**config.mk**
```make
export PLATFORM = sky130hd
export DESIGN_NAME = alu_seq
export DESIGN_NICKNAME = d
export VERILOG_FILES = /design/src/rtl/alu_seq.sv
export SDC_FILE = /design/constraint.sdc
export NUM_CORES = 1
export LEC_CHECK = 0
export ABC_CLOCK_PERIOD_IN_PS = 4000
export CORE_ASPECT_RATIO = 0.5
export CORE_UTILIZATION = 45
export CTS_CLUSTER_SIZE = 16
export DETAILED_ROUTE_END_ITERATION = 8
export GPL_TIMING_DRIVEN = 1
export PLACE_DENSITY_LB_ADDON = 0.1
export SYNTH_ARGS = -nofsm -noshare
export SYNTH_HDL_FRONTEND = slang
export SYNTH_SLANG_ARGS = --single-unit
```
**constraint.sdc**
```tcl
create_clock -name clk -period 4 [get_ports clk]
set_input_delay 1.2 -clock clk [delete_from_list [all_inputs] [get_ports clk]]
set_output_delay 1.2 -clock clk [all_outputs]
set_load 0.1 [all_outputs]
```
**src/rtl/alu_seq.sv**
```systemverilog
// alu_seq: multi-cycle WIDTH-bit ALU with valid/ready handshakes on both sides.
// Define ALU_MUL_EN to build the iterative shift-add multiplier for ctrl=101.
module alu_seq #(
    parameter int WIDTH = 16,
    parameter int SHW   = $clog2(WIDTH)
) (
    input  logic             clk,
    input  logic             rst,
    input  logic             in_valid,
    output logic             in_ready,
    input  logic [WIDTH-1:0] a,
    input  logic [WIDTH-1:0] b,
    input  logic [2:0]       ctrl,
    input  logic             flag,
    output logic             out_valid,
    input  logic             out_ready,
    output logic [WIDTH-1:0] result,
    output logic             overflow,
    output logic             zero
);

    localparam int CW = SHW + 1;

    typedef enum logic [1:0] {
        IDLE,
        BUSY,
        DONE
    } state_t;

    state_t           state_q, state_d;
    logic [WIDTH-1:0] res_q, res_d;
    logic             ovf_q, ovf_d;
    logic [CW-1:0]    cnt_q, cnt_d;
    logic [2:0]       ctrl_q, ctrl_d;
    logic             flag_q, flag_d;

    logic [WIDTH-1:0] bop;
    logic [WIDTH:0]   sum;
    logic             sov;
    logic [SHW-1:0]   sh;

`ifdef ALU_MUL_EN
    logic [WIDTH-1:0]   mcand_q, mcand_d;
    logic [2*WIDTH-1:0] prod_q, prod_d;
    logic [WIDTH:0]     psum;

    // Partial product added into the upper half, then the whole pair shifts right.
    assign psum = {1'b0, prod_q[2*WIDTH-1:WIDTH]}
                + (prod_q[0] ? {1'b0, mcand_q} : '0);
`endif

    // Subtraction reuses the adder as a + ~b + 1.
    assign bop = flag ? ~b : b;
    assign sum = {1'b0, a} + {1'b0, bop} + {{WIDTH{1'b0}}, flag};
    assign sov = (a[WIDTH-1] ^ b[WIDTH-1]) & (a[WIDTH-1] ^ sum[WIDTH-1]);
    assign sh  = b[SHW-1:0];

    always_comb begin
        state_d = state_q;
        res_d   = res_q;
        ovf_d   = ovf_q;
        cnt_d   = cnt_q;
        ctrl_d  = ctrl_q;
        flag_d  = flag_q;
`ifdef ALU_MUL_EN
        mcand_d = mcand_q;
        prod_d  = prod_q;
`endif
        case (state_q)
            IDLE: begin
                if (in_valid) begin
                    ctrl_d  = ctrl;
                    flag_d  = flag;
                    res_d   = '0;
                    ovf_d   = 1'b0;
                    state_d = DONE;
                    case (ctrl)
                        3'b000: begin
                            res_d = sum[WIDTH-1:0];
                            ovf_d = flag ? sov : sum[WIDTH];
                        end
                        3'b001: res_d = flag ? ~(a & b) : ~(a | b);
                        3'b010: res_d = {{(WIDTH-1){1'b0}}, (a < b)};
                        3'b011, 3'b100: begin
                            res_d = a;
                            cnt_d = {1'b0, sh};
                            if (sh != '0) state_d = BUSY;
                        end
`ifdef ALU_MUL_EN
                        3'b101: begin
                            mcand_d = a;
                            prod_d  = {{WIDTH{1'b0}}, b};
                            cnt_d   = CW'(WIDTH);
                            state_d = BUSY;
                        end
`endif
                        default: ;
                    endcase
                end
            end
            BUSY: begin
                cnt_d = cnt_q - 1'b1;
                if (cnt_q == CW'(1)) state_d = DONE;
`ifdef ALU_MUL_EN
                if (ctrl_q == 3'b101) begin
                    prod_d = {psum, prod_q[WIDTH-1:1]};
                    if (cnt_q == CW'(1)) begin
                        res_d = prod_d[WIDTH-1:0];
                        ovf_d = |prod_d[2*WIDTH-1:WIDTH];
                    end
                end else
`endif
                if (ctrl_q == 3'b100) begin
                    res_d = {res_q[WIDTH-1], res_q[WIDTH-1:1]};
                end else if (flag_q) begin
                    res_d = {res_q[WIDTH-2:0], 1'b0};
                end else begin
                    res_d = {1'b0, res_q[WIDTH-1:1]};
                end
            end
            DONE: begin
                if (out_ready) state_d = IDLE;
            end
            default: state_d = IDLE;
        endcase
    end

    always_ff @(posedge clk) begin
        if (rst) begin
            state_q <= IDLE;
            res_q   <= '0;
            ovf_q   <= 1'b0;
            cnt_q   <= '0;
            ctrl_q  <= '0;
            flag_q  <= 1'b0;
`ifdef ALU_MUL_EN
            mcand_q <= '0;
            prod_q  <= '0;
`endif
        end else begin
            state_q <= state_d;
            res_q   <= res_d;
            ovf_q   <= ovf_d;
            cnt_q   <= cnt_d;
            ctrl_q  <= ctrl_d;
            flag_q  <= flag_d;
`ifdef ALU_MUL_EN
            mcand_q <= mcand_d;
            prod_q  <= prod_d;
`endif
        end
    end

    assign in_ready  = (state_q == IDLE);
    assign out_valid = (state_q == DONE);
    assign result    = res_q;
    assign overflow  = ovf_q;
    assign zero      = (res_q == '0);

endmodule

```
==> results of run 1 <==
[state kept, by name, summed over array words and instances (netlist names)]
| register | count |
|---|---|
| result | 16 |
| state_q | 2 |
| cnt_q | 5 |
| flag_q | 1 |
| overflow | 1 |
| ctrl_q | 3 |
[final cells by class]
| class | instances | area share |
|---|---|---|
| flip-flops and latches | 28 | 0.1191 |
| multi-input cells | 421 | 0.6575 |
| well taps | 112 | 0.02976 |
| inverters | 48 | 0.03827 |
| clock buffers | 4 | 0.01887 |
| repair buffers | 69 | 0.1366 |
[per-stage QoR]
step,utilization,power [uW],cells,hold WS [ns]
floorplan,-,893.2,526,0.4310
global placement,0.5574,1088,678,0.4393
detailed placement,0.5574,1092,678,0.4478
CTS,0.5681,1351,682,0.4556
global route,0.5681,1433,682,0.4689
finish,0.5681,1353,682,0.4583
[layer usage]
metal	routed length, um	global-route usage
met5	0	0
met3	583	0.03582
met4	50	0.02107
met2	4586	0.3827
met1	5851	0.3506
[cell usage in the layout (no fill, tap or decap), types with 14 or more instances in the layout]
cell	n
sky130_fd_sc_hd__ha_1	68
sky130_fd_sc_hd__o21ai_0	17
sky130_fd_sc_hd__inv_1	48
sky130_fd_sc_hd__nor2_1	39
sky130_fd_sc_hd__a211oi_1	14
sky130_fd_sc_hd__xor2_1	19
sky130_fd_sc_hd__buf_4	21
sky130_fd_sc_hd__dfxtp_1	28
sky130_fd_sc_hd__clkdlybuf4s50_1	46
sky130_fd_sc_hd__a21oi_1	44
sky130_fd_sc_hd__mux2i_1	20
sky130_fd_sc_hd__nand2_1	42
sky130_fd_sc_hd__nor3_1	17
[cells by family after synthesis]
| kind of cell | share of synthesized area |
|---|---|
| compound gates | 0.2576 |
| simple gates | 0.1868 |
| buf+inv | 0.08430 |
| flops | 0.1404 |
| mux | 0.05578 |
| xor+xnor | 0.05704 |
| fa+ha+maj | 0.2181 |
[critical path, cell delays in order]
cell	delay [ns]
sky130_fd_sc_hd__clkdlybuf4s50_1	0.48
sky130_fd_sc_hd__mux2_2	0.39
sky130_fd_sc_hd__fa_1	0.43
sky130_fd_sc_hd__a211oi_1	0.28
sky130_fd_sc_hd__buf_4	0.18
sky130_fd_sc_hd__o211ai_1	0.17
sky130_fd_sc_hd__a31oi_2	0.28
sky130_fd_sc_hd__xnor2_1	0.10
sky130_fd_sc_hd__a221oi_1	0.26
sky130_fd_sc_hd__nor3_1	0.08
[final timing paths]
path | to | slack [ns]
max | result[12] | 0.29
min | ctrl_q[2] | 0.46
max reg2reg | result[5] | 1.58
min reg2reg | ctrl_q[2] | 0.46
[report_power, final]
group / switching (uW) / internal [uW]
combinational: 486 / 268
clock: 105 / 154
sequential: 36.0 / 304
==> impl_metrics.json, run 1 <==
{
  "outcome": "complete, no violations",
  "reg2reg_depth": 6,
  "detailedPlacementHpwl_um": 8692,
  "port_bufs": 59,
  "routed_length_per_placed_instance_um": 16.23,
  "post_cts.resized_instances": 0,
  "tightest_slew_ns": 0.9703,
  "part_of_the_yosys_area_used_for_sequential_elements": 0.1404,
  "ys_async_sr_fraction": 0,
  "dr.pass1.iters": 8,
  "post-route-cell-area_sq_mm": 0.004708,
  "drt_first_iter_violations": 268,
  "hold_path_startpoint": "ctrl_q[2]",
  "floorplan.initialDensity": 0.4817,
  "critical_path.reg2reg.startpoint": "state_q[1]",
  "ys_seq_elements": 28,
  "post_route_cells_drive_above_1_share": 0.07544,
  "final_nets": 680,
  "viasPerCell": 5.742,
  "synth.top_cells.by_count": "sky130_fd_sc_hd__ha_1, sky130_fd_sc_hd__inv_1, sky130_fd_sc_hd__a21oi_1",
  "layout.area.seq_sq_um": 560.5,
  "final_min_period_over_clock_period": 0.9283,
  "synthesis.nets": 635,
  "multi_input_comb_area_sq_mm": 0.003095,
  "netlist_area_sq_mm": 0.003993,
  "dpl-instance-area_sq_mm": 0.004619,
  "grt_setup_unrepaired": "no",
  "post-route-min-period_ns": 3.713,
  "drv_cap": 0,
  "min-delay-path-class": "reg2reg",
  "finalWeightedCongestion": 0.8890,
  "antenna_left": 0,
  "setup_total_negative_slack_ns": 0,
  "synth_ff_type": "sky130_fd_sc_hd__dfxtp_1",
  "synth-warning-count": 0,
  "critical_path.startpoint": "b[0]",
  "cts.clk_slew.worst_paths_ns": 0.07,
  "synth-edff-count": 0,
  "p_leak_uw": 0.002107,
  "worstSetupStartpointType": "primary input",
  "ys_top_cells_by_area": "sky130_fd_sc_hd__ha_1, sky130_fd_sc_hd__dfxtp_1, sky130_fd_sc_hd__a21oi_1",
  "synth_top_cell_area_share": 0.2131,
  "drc": 0,
  "grt_remaining_overflow": 0,
  "worst_ep_arrival_time_ns": 3.86,
  "count_of_endpoints_failing_hold_in_the_final_timing_report": 0,
  "cts.repair_timing.setup_buffer_count": 0,
  "flow.area_growth_from_synthesis_pct": 17.93,
  "number_of_buffers_inserted_during_clock_tree_synthesis": 3,
  "gr-usage-all-layers": 0.2397,
  "crit_required_ns": 4.14,
  "post-synth-top-count-cell": "sky130_fd_sc_hd__ha_1",
  "cell_rows": 23,
  "synthesis.instances": 526,
  "netlist.top_cell.by_area": "sky130_fd_sc_hd__ha_1",
  "final.fill_count": 827,
  "netlist-cell-type-count": 67,
  "cts_tree": "done",
  "antenna-diode-count": 0,
  "syn-mean-instance-area_sq_um": 7.590,
  "clock-sinks": 28,
  "grt_max_degree": 37,
  "clock_path_buffers": 2,
  "finalWirelength_um": 11070,
  "die_area_sq_mm": 0.009276,
  "cp-end-kind": "register",
  "worst_skew_pair_later_pin_latency_ns": 0.27,
  "vdd_ir_drop_max_uv": 196.7,
  "via_count_of_the_first_global_routing_pass": 3454,
  "clock-skew-final_ns": 0.003729,
  "power.density_cell_area_mw_per_mm2": 287.3,
  "grt_pass1_wl_um": 17520,
  "number_of_top_level_design_ports": 60,
  "placement.setup.worst_slack_ns": 0.08503,
  "worst_hold_path.num_cells": 2,
  "total_of_hold_buffers_inserted_after_clock_tree_synthesis": 0,
  "die_h_um": 68.61,
  "finalWorstSetupSlack_ns": 0.2870,
  "placeableCoreArea_sq_mm": 0.008288,
  "max_freq_mhz": 269.3,
  "max_slew_margin": 0.3511,
  "cts_htree_levels": 1,
  "cts_root_buf": "sky130_fd_sc_hd__clkbuf_16",
  "finalSetupViolCount": 0,
  "fp.dieW_um": 135.2,
  "report.final.slew_viol_count": 0,
  "number_of_antenna_violations_at_the_first_check_in_global_routing": 0,
  "timing.setup.critical_path_class": "in2reg",
  "vias": 3916,
  "timing.critical_path.fanout_max": 4
}
No activity file was read; power rests on OpenSTA's default activity.
==> inputs of run 2 (changes only) <==
--- a/config.mk
+++ b/config.mk
@@ -6,7 +6,7 @@
 export NUM_CORES = 1
 export LEC_CHECK = 0
 export ABC_CLOCK_PERIOD_IN_PS = 4000
-export CORE_ASPECT_RATIO = 0.5
+export CORE_ASPECT_RATIO = 2
 export CORE_UTILIZATION = 45
 export CTS_CLUSTER_SIZE = 16
 export DETAILED_ROUTE_END_ITERATION = 8
==> run 2 against run 1 <==
First-iteration DRC count is 2.2% lower. Clock-buffer cell count is the same. Setup slack better by 0.035 ns. Global-route usage grew 2.4 points. Clock power about the same. Critical path type unchanged. Wire length rose by 4.7%. Cell count shrank 1.5%.
==> impl_metrics.json, run 2 (synthesis results as in run 1) <==
{
  "final_min_period_over_clock_period": 0.9196,
  "antenna_left": 0,
  "finalSetupViolCount": 0,
  "crit_chain": "clkdlybuf4s50_1 -> mux2_2 -> fa_1 -> a211oi_1 -> o211ai_1 -> a31oi_2 -> xnor2_1 -> a221oi_1 -> nor3_1",
  "finalWeightedCongestion": 0.8563,
  "clock-sinks": 28,
  "cell_rows": 48,
  "timing.critical_path.fanout_max": 4,
  "gr-usage-all-layers": 0.2636,
  "layout_commonest_cell": "sky130_fd_sc_hd__ha_1",
  "setup_total_negative_slack_ns": 0,
  "power.internal_uw": 726.6,
  "post-route-min-period_ns": 3.678,
  "cpLargestDelayFamily": "compound AO/OA/AOI/OAI gates",
  "cts_htree_levels": 1,
  "p_switching_uw": 631.1,
  "fp.dieW_um": 68.61,
  "viasPerCell": 6.028,
  "drc": 0,
  "power.density_cell_area_mw_per_mm2": 287.6,
  "tightest_slew_ns": 0.9794,
  "total_of_hold_buffers_inserted_after_clock_tree_synthesis": 0,
  "power.share.sequential": 0.252,
  "cts_root_buf": "sky130_fd_sc_hd__clkbuf_16",
  "placeableCoreArea_sq_mm": 0.008588,
  "antenna-diode-count": 0,
  "count_of_endpoints_failing_hold_in_the_final_timing_report": 0,
  "number_of_buffers_inserted_during_clock_tree_synthesis": 3,
  "critPathMaxStageDelay_ns": 0.48,
  "max_slew_margin": 0.3450,
  "number_of_antenna_violations_at_the_first_check_in_global_routing": 0,
  "largest_register_ffs": 16,
  "clock_path_buffers": 2,
  "multi_input_comb_area_sq_mm": 0.003095,
  "cp-end-kind": "register",
  "final.fill_count": 863,
  "combPwrFrac": 0.557,
  "worst_ep_arrival_time_ns": 3.83,
  "post_route_cells_drive_above_1_share": 0.06993,
  "p_leak_uw": 0.002107,
  "vdd_ir_drop_max_uv": 165.6,
  "drt_first_iter_violations": 262,
  "finalWirelength_um": 11590,
  "detailedPlacementHpwl_um": 9342,
  "die_h_um": 135.2,
  "dr.pass1.iters": 6,
  "flow.area_growth_from_synthesis_pct": 18.24,
  "worstSetupStartpointType": "primary input",
  "timing.setup.critical_path_class": "in2reg",
  "worst-path-buf-inv": 1,
  "worst_skew_pair_later_pin_latency_ns": 0.27,
  "drv_cap": 0,
  "report.final.slew_viol_count": 0,
  "switching_share": 0.4648,
  "grt_remaining_overflow": 0,
  "min-delay-path-class": "reg2reg",
  "grt_pass1_wl_um": 18530,
  "fin_util": 0.5497,
  "crit_required_ns": 4.15,
  "via_count_of_the_first_global_routing_pass": 3895,
  "post_cts.resized_instances": 0,
  "mostFrequentLayoutCells": "sky130_fd_sc_hd__ha_1, sky130_fd_sc_hd__clkdlybuf4s50_1, sky130_fd_sc_hd__inv_1",
  "port_bufs": 59,
  "cts.repair_timing.setup_buffer_count": 0,
  "max_freq_mhz": 271.9,
  "grt_max_degree": 40,
  "cts_tree": "done",
  "outcome": "complete, no violations",
  "layout.area.seq_sq_um": 560.5,
  "critical_path.slowest_cell": "sky130_fd_sc_hd__clkdlybuf4s50_1",
  "vias": 4051,
  "die_area_sq_mm": 0.009276,
  "power_frac_clock": 0.191,
  "cts.clk_slew.worst_paths_ns": 0.07,
  "final_nets": 682,
  "floorplan.initialDensity": 0.4649,
  "number_of_top_level_design_ports": 60,
  "grt_setup_unrepaired": "no",
  "routed_length_per_placed_instance_um": 17.25,
  "clock-skew-final_ns": 0.002368
}
run 2: cell count changes in the layout (fill, tap and decap cells not counted), sizes merged:
cell           before  now
clkdlybuf4s50      46   51
buf                23   20
run 2: power by group through the flow:
stage                     sequential [uW]  clock (uW)  combinational [uW]
after floorplan                       453           0                 440
after global placement                348           0                 741
after detailed placement              348           0                 751
after CTS                             341         261                 755
after global routing                  345         270                 820
final                                 342         260                 756
run 2: final cells by class:
type | count | area share
tap | 100 | 0.02650
sequential | 28 | 0.1187
inverter | 48 | 0.03817
timing repair buffer | 71 | 0.1421
clock buffer | 4 | 0.01882
multi-input combinational | 421 | 0.6557
run 2: layer usage:
layer | routed length (um) | vias to the layer above | share of wire | GRT usage
li1 | - | 1979 | - | -
met1 | 4501 | 1933 | 0.39 | 0.2817
met5 | 0 | - | 0 | 0
met3 | 314 | 29 | 0.027 | 0.01431
met4 | 512 | 0 | 0.044 | 0.1308
met2 | 6261 | 110 | 0.54 | 0.4913
run 2: through the flow:
stage | worst slack (ns) | hold WS, ns | instances | total power [uW] | area, sq um
floorplan | 0.3160 | 0.4310 | 526 | 893.2 | 3993
CTS | 0.3463 | 0.4581 | 672 | 1356 | 4721
finish | 0.3215 | 0.4556 | 672 | 1358 | 4721
detailed placement | 0.08199 | 0.4481 | 668 | 1098 | 4632
global placement | 0.1093 | 0.4391 | 668 | 1089 | 4632
global route | 0.1720 | 0.4754 | 672 | 1436 | 4721
run 2: worst paths after layout:
kind                            slack (ns)    endpoint  startpoint  cells past startpoint
worst min register to register        0.46   ctrl_q[0]   ctrl_q[0]                      2
worst min-delay path                  0.46   ctrl_q[0]   ctrl_q[0]                      2
worst max-delay path                  0.32  result[12]        b[0]                      9
worst max register to register        1.80   result[5]  state_q[1]                      6
run 2: worst min-delay path, stage by stage, from the launching register on:
cell                      delay (ns)
sky130_fd_sc_hd__dfxtp_1        0.31
sky130_fd_sc_hd__nand2_1        0.05
sky130_fd_sc_hd__a21oi_1        0.05
